===== config.mk =====
export PLATFORM = sky130hd
export DESIGN_NAME = mc_controller
export DESIGN_NICKNAME = d
export VERILOG_FILES = /design/src/rtl/mc_pkg.sv /design/src/rtl/mc_alu_decoder.sv /design/src/rtl/mc_controller.sv
export SDC_FILE = /design/constraint.sdc
export NUM_CORES = 1
export LEC_CHECK = 0
export BUFFER_PORTS_ARGS = -buffer_cell sky130_fd_sc_hd__buf_2
export CAP_MARGIN = 5
export CORE_MARGIN = 5
export CORE_UTILIZATION = 37
export CTS_CLUSTER_SIZE = 12
export DETAILED_ROUTE_END_ITERATION = 6
export PLACE_DENSITY = 0.76
export SETUP_SLACK_MARGIN = 0.4
export SYNTH_ARGS = -nofsm -noshare
export SYNTH_HDL_FRONTEND = slang
export SYNTH_SLANG_ARGS = --single-unit
export TNS_END_PERCENT = 10

===== constraint.sdc =====
create_clock -name clk -period 1.75 [get_ports clk]
set_input_delay 0.525 -clock clk [delete_from_list [all_inputs] [get_ports clk]]
set_output_delay 0.525 -clock clk [all_outputs]
set_load 0.02 [all_outputs]

===== src/rtl/mc_pkg.sv =====
// ============================================================================
// mc_pkg : shared types and encodings for the multicycle MIPS controller
// Revision: 1.0
// ============================================================================
`default_nettype none

package mc_pkg;

  typedef enum logic [3:0] {
    S_FETCH   = 4'd0,
    S_DECODE  = 4'd1,
    S_MEMADR  = 4'd2,
    S_MEMRD   = 4'd3,
    S_MEMWB   = 4'd4,
    S_MEMWR   = 4'd5,
    S_RTYPEEX = 4'd6,
    S_ALUWB   = 4'd7,
    S_BRANCH  = 4'd8,
    S_IMMEX   = 4'd9,
    S_IMMWB   = 4'd10,
    S_JUMP    = 4'd11
  } state_t;

  // What the ALU is being used for in the current state
  typedef enum logic [2:0] {
    CLS_NONE  = 3'd0,
    CLS_ADD   = 3'd1,
    CLS_ADDR  = 3'd2,
    CLS_SUB   = 3'd3,
    CLS_RTYPE = 3'd4,
    CLS_IMM   = 3'd5
  } alu_cls_t;

  localparam logic [5:0] c_op_rtype = 6'b000000;
  localparam logic [5:0] c_op_j     = 6'b000010;
  localparam logic [5:0] c_op_beq   = 6'b000100;
  localparam logic [5:0] c_op_bne   = 6'b000101;
  localparam logic [5:0] c_op_addi  = 6'b001000;
  localparam logic [5:0] c_op_slti  = 6'b001010;
  localparam logic [5:0] c_op_andi  = 6'b001100;
  localparam logic [5:0] c_op_ori   = 6'b001101;
  localparam logic [5:0] c_op_lw    = 6'b100011;
  localparam logic [5:0] c_op_sw    = 6'b101011;

  localparam logic [5:0] c_fn_add = 6'b100000;
  localparam logic [5:0] c_fn_sub = 6'b100010;
  localparam logic [5:0] c_fn_and = 6'b100100;
  localparam logic [5:0] c_fn_or  = 6'b100101;
  localparam logic [5:0] c_fn_slt = 6'b101010;

  localparam logic [2:0] c_alu_add = 3'b010;
  localparam logic [2:0] c_alu_sub = 3'b110;
  localparam logic [2:0] c_alu_and = 3'b000;
  localparam logic [2:0] c_alu_or  = 3'b001;
  localparam logic [2:0] c_alu_slt = 3'b111;

  localparam logic [1:0] c_srcb_regb   = 2'b00;
  localparam logic [1:0] c_srcb_four   = 2'b01;
  localparam logic [1:0] c_srcb_imm    = 2'b10;
  localparam logic [1:0] c_srcb_imm_sh = 2'b11;

  localparam logic [1:0] c_pcsrc_alu    = 2'b00;
  localparam logic [1:0] c_pcsrc_aluout = 2'b01;
  localparam logic [1:0] c_pcsrc_jump   = 2'b10;

endpackage

`default_nettype wire


===== src/rtl/mc_alu_decoder.sv =====
// ============================================================================
// mc_alu_decoder : maps (ALU usage class, op, funct) to alu_ctrl and ext_op
// Revision: 1.0
// ============================================================================
`default_nettype none

module mc_alu_decoder
  import mc_pkg::*;
(
  input  logic [2:0] i_cls,
  input  logic [5:0] i_op,
  input  logic [5:0] i_funct,
  output logic [2:0] o_alu_ctrl,
  output logic       o_ext_op,
  output logic       o_funct_valid
);

  logic [2:0] w_rtype_ctrl;

  always_comb begin
    w_rtype_ctrl  = c_alu_and;
    o_funct_valid = 1'b1;
    case (i_funct)
      c_fn_add: w_rtype_ctrl = c_alu_add;
      c_fn_sub: w_rtype_ctrl = c_alu_sub;
      c_fn_and: w_rtype_ctrl = c_alu_and;
      c_fn_or:  w_rtype_ctrl = c_alu_or;
      c_fn_slt: w_rtype_ctrl = c_alu_slt;
      default:  o_funct_valid = 1'b0;
    endcase
  end

  always_comb begin
    o_alu_ctrl = c_alu_and;
    o_ext_op   = 1'b0;
    case (i_cls)
      CLS_ADD:   o_alu_ctrl = c_alu_add;
      CLS_ADDR: begin
        o_alu_ctrl = c_alu_add;
        o_ext_op   = 1'b1;
      end
      CLS_SUB:   o_alu_ctrl = c_alu_sub;
      CLS_RTYPE: o_alu_ctrl = w_rtype_ctrl;
      CLS_IMM: begin
        // Logical immediates are zero-extended, arithmetic ones sign-extended
        o_ext_op = 1'b1;
        case (i_op)
          c_op_slti: o_alu_ctrl = c_alu_slt;
          c_op_andi: begin
            o_alu_ctrl = c_alu_and;
            o_ext_op   = 1'b0;
          end
          c_op_ori: begin
            o_alu_ctrl = c_alu_or;
            o_ext_op   = 1'b0;
          end
          default:   o_alu_ctrl = c_alu_add;
        endcase
      end
      default: ;
    endcase
  end

endmodule

`default_nettype wire


===== src/rtl/mc_controller.sv =====
// ============================================================================
// mc_controller : multicycle MIPS control FSM (fetch/decode/execute/mem/wb)
// Optional retired-instruction counter enabled by MC_CONTROLLER_PERF_EN.
// Revision: 1.0
// ============================================================================
`default_nettype none

module mc_controller
  import mc_pkg::*;
(
  input  logic        clk,
  input  logic        rst_n,
  input  logic [5:0]  op,
  input  logic [5:0]  funct,
  input  logic        zero,
  input  logic        mem_ready,
  output logic        pc_en,
  output logic [1:0]  pc_src,
  output logic        iord,
  output logic        mem_write,
  output logic        ir_write,
  output logic        reg_write,
  output logic        reg_dst,
  output logic        mem_to_reg,
  output logic        alu_src_a,
  output logic [1:0]  alu_src_b,
  output logic [2:0]  alu_ctrl,
  output logic        ext_op,
  output logic        illegal,
  output logic [3:0]  state_o,
  output logic [31:0] instr_cnt
);

  state_t     r_state;
  state_t     w_next;
  logic       r_illegal;
  logic       w_set_illegal;
  alu_cls_t   w_cls;
  logic       w_pc_en, w_iord, w_mem_write, w_ir_write, w_reg_write;
  logic       w_reg_dst, w_mem_to_reg, w_alu_src_a;
  logic [1:0] w_pc_src, w_alu_src_b;
  logic [2:0] w_alu_ctrl;
  logic       w_ext_op, w_funct_valid;

  mc_alu_decoder u_alu_dec (
    .i_cls         (w_cls),
    .i_op          (op),
    .i_funct       (funct),
    .o_alu_ctrl    (w_alu_ctrl),
    .o_ext_op      (w_ext_op),
    .o_funct_valid (w_funct_valid)
  );

  always_ff @(posedge clk) begin
    if (!rst_n) begin
      r_state   <= S_FETCH;
      r_illegal <= 1'b0;
    end else begin
      r_state <= w_next;
      if (w_set_illegal) r_illegal <= 1'b1;
    end
  end

  always_comb begin
    w_next        = S_FETCH;
    w_set_illegal = 1'b0;
    w_cls         = CLS_NONE;
    w_pc_en       = 1'b0;
    w_pc_src      = c_pcsrc_alu;
    w_iord        = 1'b0;
    w_mem_write   = 1'b0;
    w_ir_write    = 1'b0;
    w_reg_write   = 1'b0;
    w_reg_dst     = 1'b0;
    w_mem_to_reg  = 1'b0;
    w_alu_src_a   = 1'b0;
    w_alu_src_b   = c_srcb_regb;
    case (r_state)
      S_FETCH: begin
        w_alu_src_b = c_srcb_four;
        w_cls       = CLS_ADD;
        w_ir_write  = mem_ready;
        w_pc_en     = mem_ready;
        w_next      = mem_ready ? S_DECODE : S_FETCH;
      end
      S_DECODE: begin
        w_alu_src_b = c_srcb_imm_sh;
        w_cls       = CLS_ADDR;
        case (op)
          c_op_lw, c_op_sw:       w_next = S_MEMADR;
          c_op_rtype:             w_next = S_RTYPEEX;
          c_op_beq, c_op_bne:     w_next = S_BRANCH;
          c_op_addi, c_op_slti,
          c_op_andi, c_op_ori:    w_next = S_IMMEX;
          c_op_j:                 w_next = S_JUMP;
          default:                w_set_illegal = 1'b1;
        endcase
      end
      S_MEMADR: begin
        w_alu_src_a = 1'b1;
        w_alu_src_b = c_srcb_imm;
        w_cls       = CLS_ADDR;
        if (op == c_op_lw)      w_next = S_MEMRD;
        else if (op == c_op_sw) w_next = S_MEMWR;
      end
      S_MEMRD: begin
        w_iord = 1'b1;
        w_next = mem_ready ? S_MEMWB : S_MEMRD;
      end
      S_MEMWB: begin
        w_reg_write  = 1'b1;
        w_mem_to_reg = 1'b1;
      end
      S_MEMWR: begin
        w_iord      = 1'b1;
        w_mem_write = 1'b1;
        w_next      = mem_ready ? S_FETCH : S_MEMWR;
      end
      S_RTYPEEX: begin
        w_alu_src_a = 1'b1;
        w_cls       = CLS_RTYPE;
        if (w_funct_valid) w_next = S_ALUWB;
        else               w_set_illegal = 1'b1;
      end
      S_ALUWB: begin
        w_reg_write = 1'b1;
        w_reg_dst   = 1'b1;
      end
      S_BRANCH: begin
        w_alu_src_a = 1'b1;
        w_cls       = CLS_SUB;
        w_pc_src    = c_pcsrc_aluout;
        w_pc_en     = (op == c_op_bne) ? ~zero : zero;
      end
      S_IMMEX: begin
        w_alu_src_a = 1'b1;
        w_alu_src_b = c_srcb_imm;
        w_cls       = CLS_IMM;
        w_next      = S_IMMWB;
      end
      S_IMMWB:  w_reg_write = 1'b1;
      S_JUMP: begin
        w_pc_src = c_pcsrc_jump;
        w_pc_en  = 1'b1;
      end
      default: ;
    endcase
  end

  // Reset gates every strobe and select combinationally so an aborted
  // instruction cannot write in the cycle reset is first seen.
  assign pc_en      = rst_n & w_pc_en;
  assign iord       = rst_n & w_iord;
  assign mem_write  = rst_n & w_mem_write;
  assign ir_write   = rst_n & w_ir_write;
  assign reg_write  = rst_n & w_reg_write;
  assign reg_dst    = rst_n & w_reg_dst;
  assign mem_to_reg = rst_n & w_mem_to_reg;
  assign alu_src_a  = rst_n & w_alu_src_a;
  assign ext_op     = rst_n & w_ext_op;
  assign pc_src     = rst_n ? w_pc_src    : 2'b00;
  assign alu_src_b  = rst_n ? w_alu_src_b : 2'b00;
  assign alu_ctrl   = rst_n ? w_alu_ctrl  : 3'b000;
  assign illegal    = r_illegal;
  assign state_o    = r_state;

`ifdef MC_CONTROLLER_PERF_EN
  logic [31:0] r_instr_cnt;

  always_ff @(posedge clk) begin
    if (!rst_n) begin
      r_instr_cnt <= 32'd0;
    end else if (r_state != S_FETCH && w_next == S_FETCH) begin
      r_instr_cnt <= r_instr_cnt + 32'd1;
    end
  end

  assign instr_cnt = r_instr_cnt;
`else
  assign instr_cnt = 32'd0;
`endif

endmodule

`default_nettype wire


Word level (Yosys, flattened, before mapping)
Index checks and enable logic that the tools add are counted.
W data, S select, Z words.
Word-level totals
  word-level logic and storage cells: 88
  register bits: 5
Cells by class
  muxes and demuxes: 32
  equal/unequal tests: 30
  reduce and logical (&&, ||, !) cells: 14
  bitwise operators: 10
Operator list (count)
  $eq A6 B6 Y1 const B: 7
  $pmux W4 S7: 1
  $eq A6 B4 Y1 const B: 4
  $pmux W3 S4: 2
  $pmux W4 S5: 1
  $mux W3: 6
  $eq A4 B3 Y1 const B: 4
  $eq A4 B4 Y1 const B: 4
  $pmux W3 S5: 1
  $reduce_or A2 Y1: 7
  $mux W1: 13
  $eq A6 B3 Y1 const B: 2
  $reduce_or A10 Y1: 1
  $and A1 B1 Y1: 9
  $pmux W3 S3: 1
  $eq A4 B2 Y1 const B: 2
  $reduce_or A4 Y1: 2
  $eq A3 B2 Y1 const B: 2
  $eq A3 B3 Y1 const B: 2
  $eq A6 B2 Y1 const B: 1
  $logic_not A6 Y1: 1
  $pmux W2 S3: 1
  $reduce_or A5 Y1: 1
  $eq A4 B1 Y1 const B: 1
  8 further kinds: 10

Depth between registers and ports, before layout
  word-level depth: 7
  depth in mapped cells: 5
  depth with buffers taken out: 4

Hierarchy
Synthesis repeated with hierarchy kept, for this count alone.
Second synthesis, totals
  cell total of the unflattened synthesis: 158
  area total of the unflattened synthesis: 1118.6 µm²
By module, submodules not included
  mc_controller: area each 933.4 µm², times used 1, cells an instance 134
  mc_alu_decoder: area each 185.2 µm², times used 1, cells an instance 24

Least setup slack after synthesis
No wires, ideal clock.
  kind: reg2out
  start point: register r_state[0], in the netlist state_o[0]
  end point: output pc_en
  data required time: 1.225 ns
  setup slack: -0.357 ns
  stages on the path, launching flop included: 5
  data arrival time: 1.582 ns
  cells stage by stage: dfxtp_1 buf_2 or3_1 nor2_1 o2bb2ai_1
On the way
  cells in the longest elaborated chain, start to end: 3
RTL lines
  start: declaration: line mc_controller.sv:34  | state_t r_state;
  start signal: assignment: line mc_controller.sv:59  | r_state <= w_next;
  $eq A4 B4 Y1 / $logic_not A4 Y1 (equally long branches): line mc_controller.sv:78  | case (r_state)
  $pmux W1 S3 (*): line mc_controller.sv:78
  $and A1 B1 Y1 (*): line mc_controller.sv:152  | assign pc_en = rst_n & w_pc_en;
  end: declaration: line mc_controller.sv:17  | output logic pc_en,
Every way passes the cells marked *; elsewhere a longest branch is shown, timed or not.

Final worst setup path
  start point: input op[5]
  end point: output alu_ctrl[1]
On the way
  cells in the longest elaborated chain, start to end: 4
RTL lines
  start: declaration: line mc_controller.sv:13  | input logic [5:0] op,
  $eq A6 B4 Y1: line mc_alu_decoder.sv:47  | case (i_op)
  $pmux W3 S3 (*): line mc_alu_decoder.sv:47
  $pmux W3 S4 (*): line mc_alu_decoder.sv:36  | case (i_cls)
  $mux W3 (*): line mc_controller.sv:163  | assign alu_ctrl = rst_n ? w_alu_ctrl : 3'b000;
  end: declaration: line mc_controller.sv:27  | output logic [2:0] alu_ctrl,
Marked as above.

==> reports/metrics.yaml <==
logic_synthesis:
  yosys_warnings: 0
  synth_edf_count: 0
  synthAdderAreaFrac_pct: 0
  netlist_area_sq_um: 980
  syn_inst: 145
  synth_top_family_by_area: "simple AND/OR/NAND/NOR gates"
  yosysSeqAreaShare_pct: 10.2
  synth-simple-area-share_pct: 36.0
  synth_mux_area_share_pct: 1.15
  ys.flop_type: "dfxtp_1"
  synth-async-reset-ratio_pct: 0
  synth_cell_types: 43
  avgSynthCellArea_sq_um: 6.76
  synth_seq_cells: 5
  synth-compound-area-share_pct: 22.3
  synth_xor_area_share_pct: 1.79
grt:
  grtUsageTotal_pct: 17.6
  grt_max_degree: 11
  grt_pass1_wl_um: 5000
  antenna_found_initial: 0
  grt_pass1_vias: 1129
  grt-ovfl-total: 0
place:
  portBuffers: 36
  place_area_sq_mm: 0.00141
  gp_congestion: 0.854
  dp_hpwl_um: 2530
worst_setup_path:
  critical_path_arrival_ns: 1.64
  end_kind: "output port"
  cp.required_ns: 1.22
  cp_max_fo: 3
  critPathLaunchType: "primary input"
  path_class: "primary input to output port"
cts:
  htreeDepth: 1
  cts-root-buf: "clkbuf_4"
  cts.sinks: 5
  insertion_delay_ns: 0.25
  cts_buffers: 3
  holdBufCountCts: 0
  cts_tree: "yes"
  clkTransAtPathRegs_ns: 0.05
  clockBufferDepth: 2
cells_and_area:
  layout-drive-gt1-share_pct: 54.1
  fin_area_sq_mm: 0.00171
  fill_cells: 218
  fin_nets: 235
  fin_util_pct: 68.5
  n_antenna_cell: 0
  syn_to_final_growth_pct: 74.8
power:
  power_w: 0.000569
  p_leak_nw: 0.763
  power_density_mw_per_mm2: 332
  vdd_drop_max_uv: 235
routing:
  via_count: 1277
  wire_per_inst_um: 14.0
  wl_met3_um: 350
  first_iter_violations: 51
  routed_wl_um: 3480
  drtPass1Iterations: 4
  ant_nets: 0
  highest_layer: "met4"
  vias_per_cell: 5.15
  met1_length_um: 1250
  drc: 0
  route.met2.wl_um: 1810
job:
  max_cap_viol_count: 0
timing:
  hold_viol: 0
  skew_ns: 0.00518
  fmax_mhz: 461
  layout_setup_ws_ns: -0.418
  finalCritPeriodShare_pct: 124
  rsz0062_at_grt: "yes"
  setup_viol: 15
  drv_slew: 0
  period_minus_slack_ns: 2.17
  whs_ns: 0.577
  finalSetupTns_ns: -3.15
die:
  die_area_sq_mm: 0.00378
  die_w_um: 61.5
  start_util_pct: 39.2
  core-area_sq_mm: 0.00250
  ioPinCount: 69
  die_y_um: 61.5
  fp-row-count: 18
run_status:
  violations: "negative setup slack"
  status: "complete, but fails checks"
min_path:
  hp-class: "register to register"
[cell usage in the layout (no fill, tap or decap), types with 2 or more instances in the layout]
cell / count
a21oi_1: 2
a21oi_2: 3
a21oi_4: 2
a22oi_1: 2
a31oi_1: 3
buf_2: 16
buf_4: 39
buf_6: 19
clkbuf_4: 3
conb_1: 32
dfxtp_2: 2
dfxtp_4: 2
inv_1: 3
nand2_1: 6
nand2b_1: 2
nand2b_4: 4
nand3_1: 5
nor2_1: 11
nor2_2: 5
nor2_4: 3
nor2b_1: 3
nor3_1: 5
nor3_4: 3
nor4_2: 2
o21a_1: 2
o21ai_0: 4
o21bai_1: 2
or2_2: 2
[worst max-delay path, cell delays in order]
cell	delay (ns)
buf_6	0.10
or3b_4	0.42
nor3_4	0.13
a2bb2oi_2	0.23
a21oi_2	0.08
buf_4	0.16
[cell families after synthesis]
| logic type | Yosys count |
|---|---|
| buf+inv | 40 |
| mux | 1 |
| flops | 5 |
| simple gates | 65 |
| other cells | 1 |
| xor+xnor | 2 |
| compound gates | 31 |
[through the flow]
stage	std cells	worst slack [ns]
5_1_grt	248	-0.473
3_3_place_gp	244	-0.481
6_report	248	-0.418
2_1_floorplan	176	-0.181
4_1_cts	248	-0.435
3_5_place_dp	244	-0.496
[cell usage after synthesis (3+ instances only)]
cell type  number  share of area, %
inv_1           3               1.1
o21ai_0         5               2.6
nand3_1         5               2.6
nor2_1         18               6.9
nor4_1          3               1.9
a31oi_1         3               1.9
a21oi_1         7               3.6
nor2b_1         4               2.6
nand2_1         6               2.3
nand2b_1        6               3.8
buf_2           4               2.0
nor3_1          9               4.6
dfxtp_1         5                10
buf_4          32                25
[power breakdown]
part / internal [W] / total [W] / switching [W]
logic: 0.000122 / 0.000309 / 0.000187
registers: 0.000117 / 0.000122 / 0.00000506
clock network: 0.0000865 / 0.000139 / 0.0000521
[registers in the layout, summed over array words and instances (netlist names)]
signal   flops
state_o      4
illegal      1
[repair_timing]
action / CTS / global route
buffers inserted: 0 / 0
endpoints found under the setup margin: 25 / 25
resized for setup: 43 / 28
hold endpoints to repair: 0 / 0
pin swaps: 8 / 7
[layout make-up]
class	instances	area (sq um)	share of cell area, %
multi-input cells	131	921	53.8
repair buffers	75	607	35.4
flip-flops and latches	5	110	6.43
well taps	30	37.5	2.19
clock buffers	4	26.3	1.53
inverters	3	11.3	0.657
[final timing paths]
check	startpoint	to	slack (ns)	cells after the start
worst max-delay path	op[5]	alu_ctrl[1]	-0.42	6
worst min-delay path	illegal$_SDFFE_PN0P_	illegal$_SDFFE_PN0P_	0.58	2
worst max register to register	state_o[0]$_SDFF_PN0_	state_o[0]$_SDFF_PN0_	0.18	6
worst min register to register	illegal$_SDFFE_PN0P_	illegal$_SDFFE_PN0P_	0.58	2
[layer usage]
| metal | GRT usage [%] | vias up |
|---|---|---|
| met2 | 32.0 | 81 |
| met3 | 1.89 | 10 |
| met4 | 6.36 | 0 |
| li1 | - | 606 |
| met1 | 21.1 | 580 |
| met5 | 0 | - |
No activity file was read; power rests on OpenSTA's default activity.
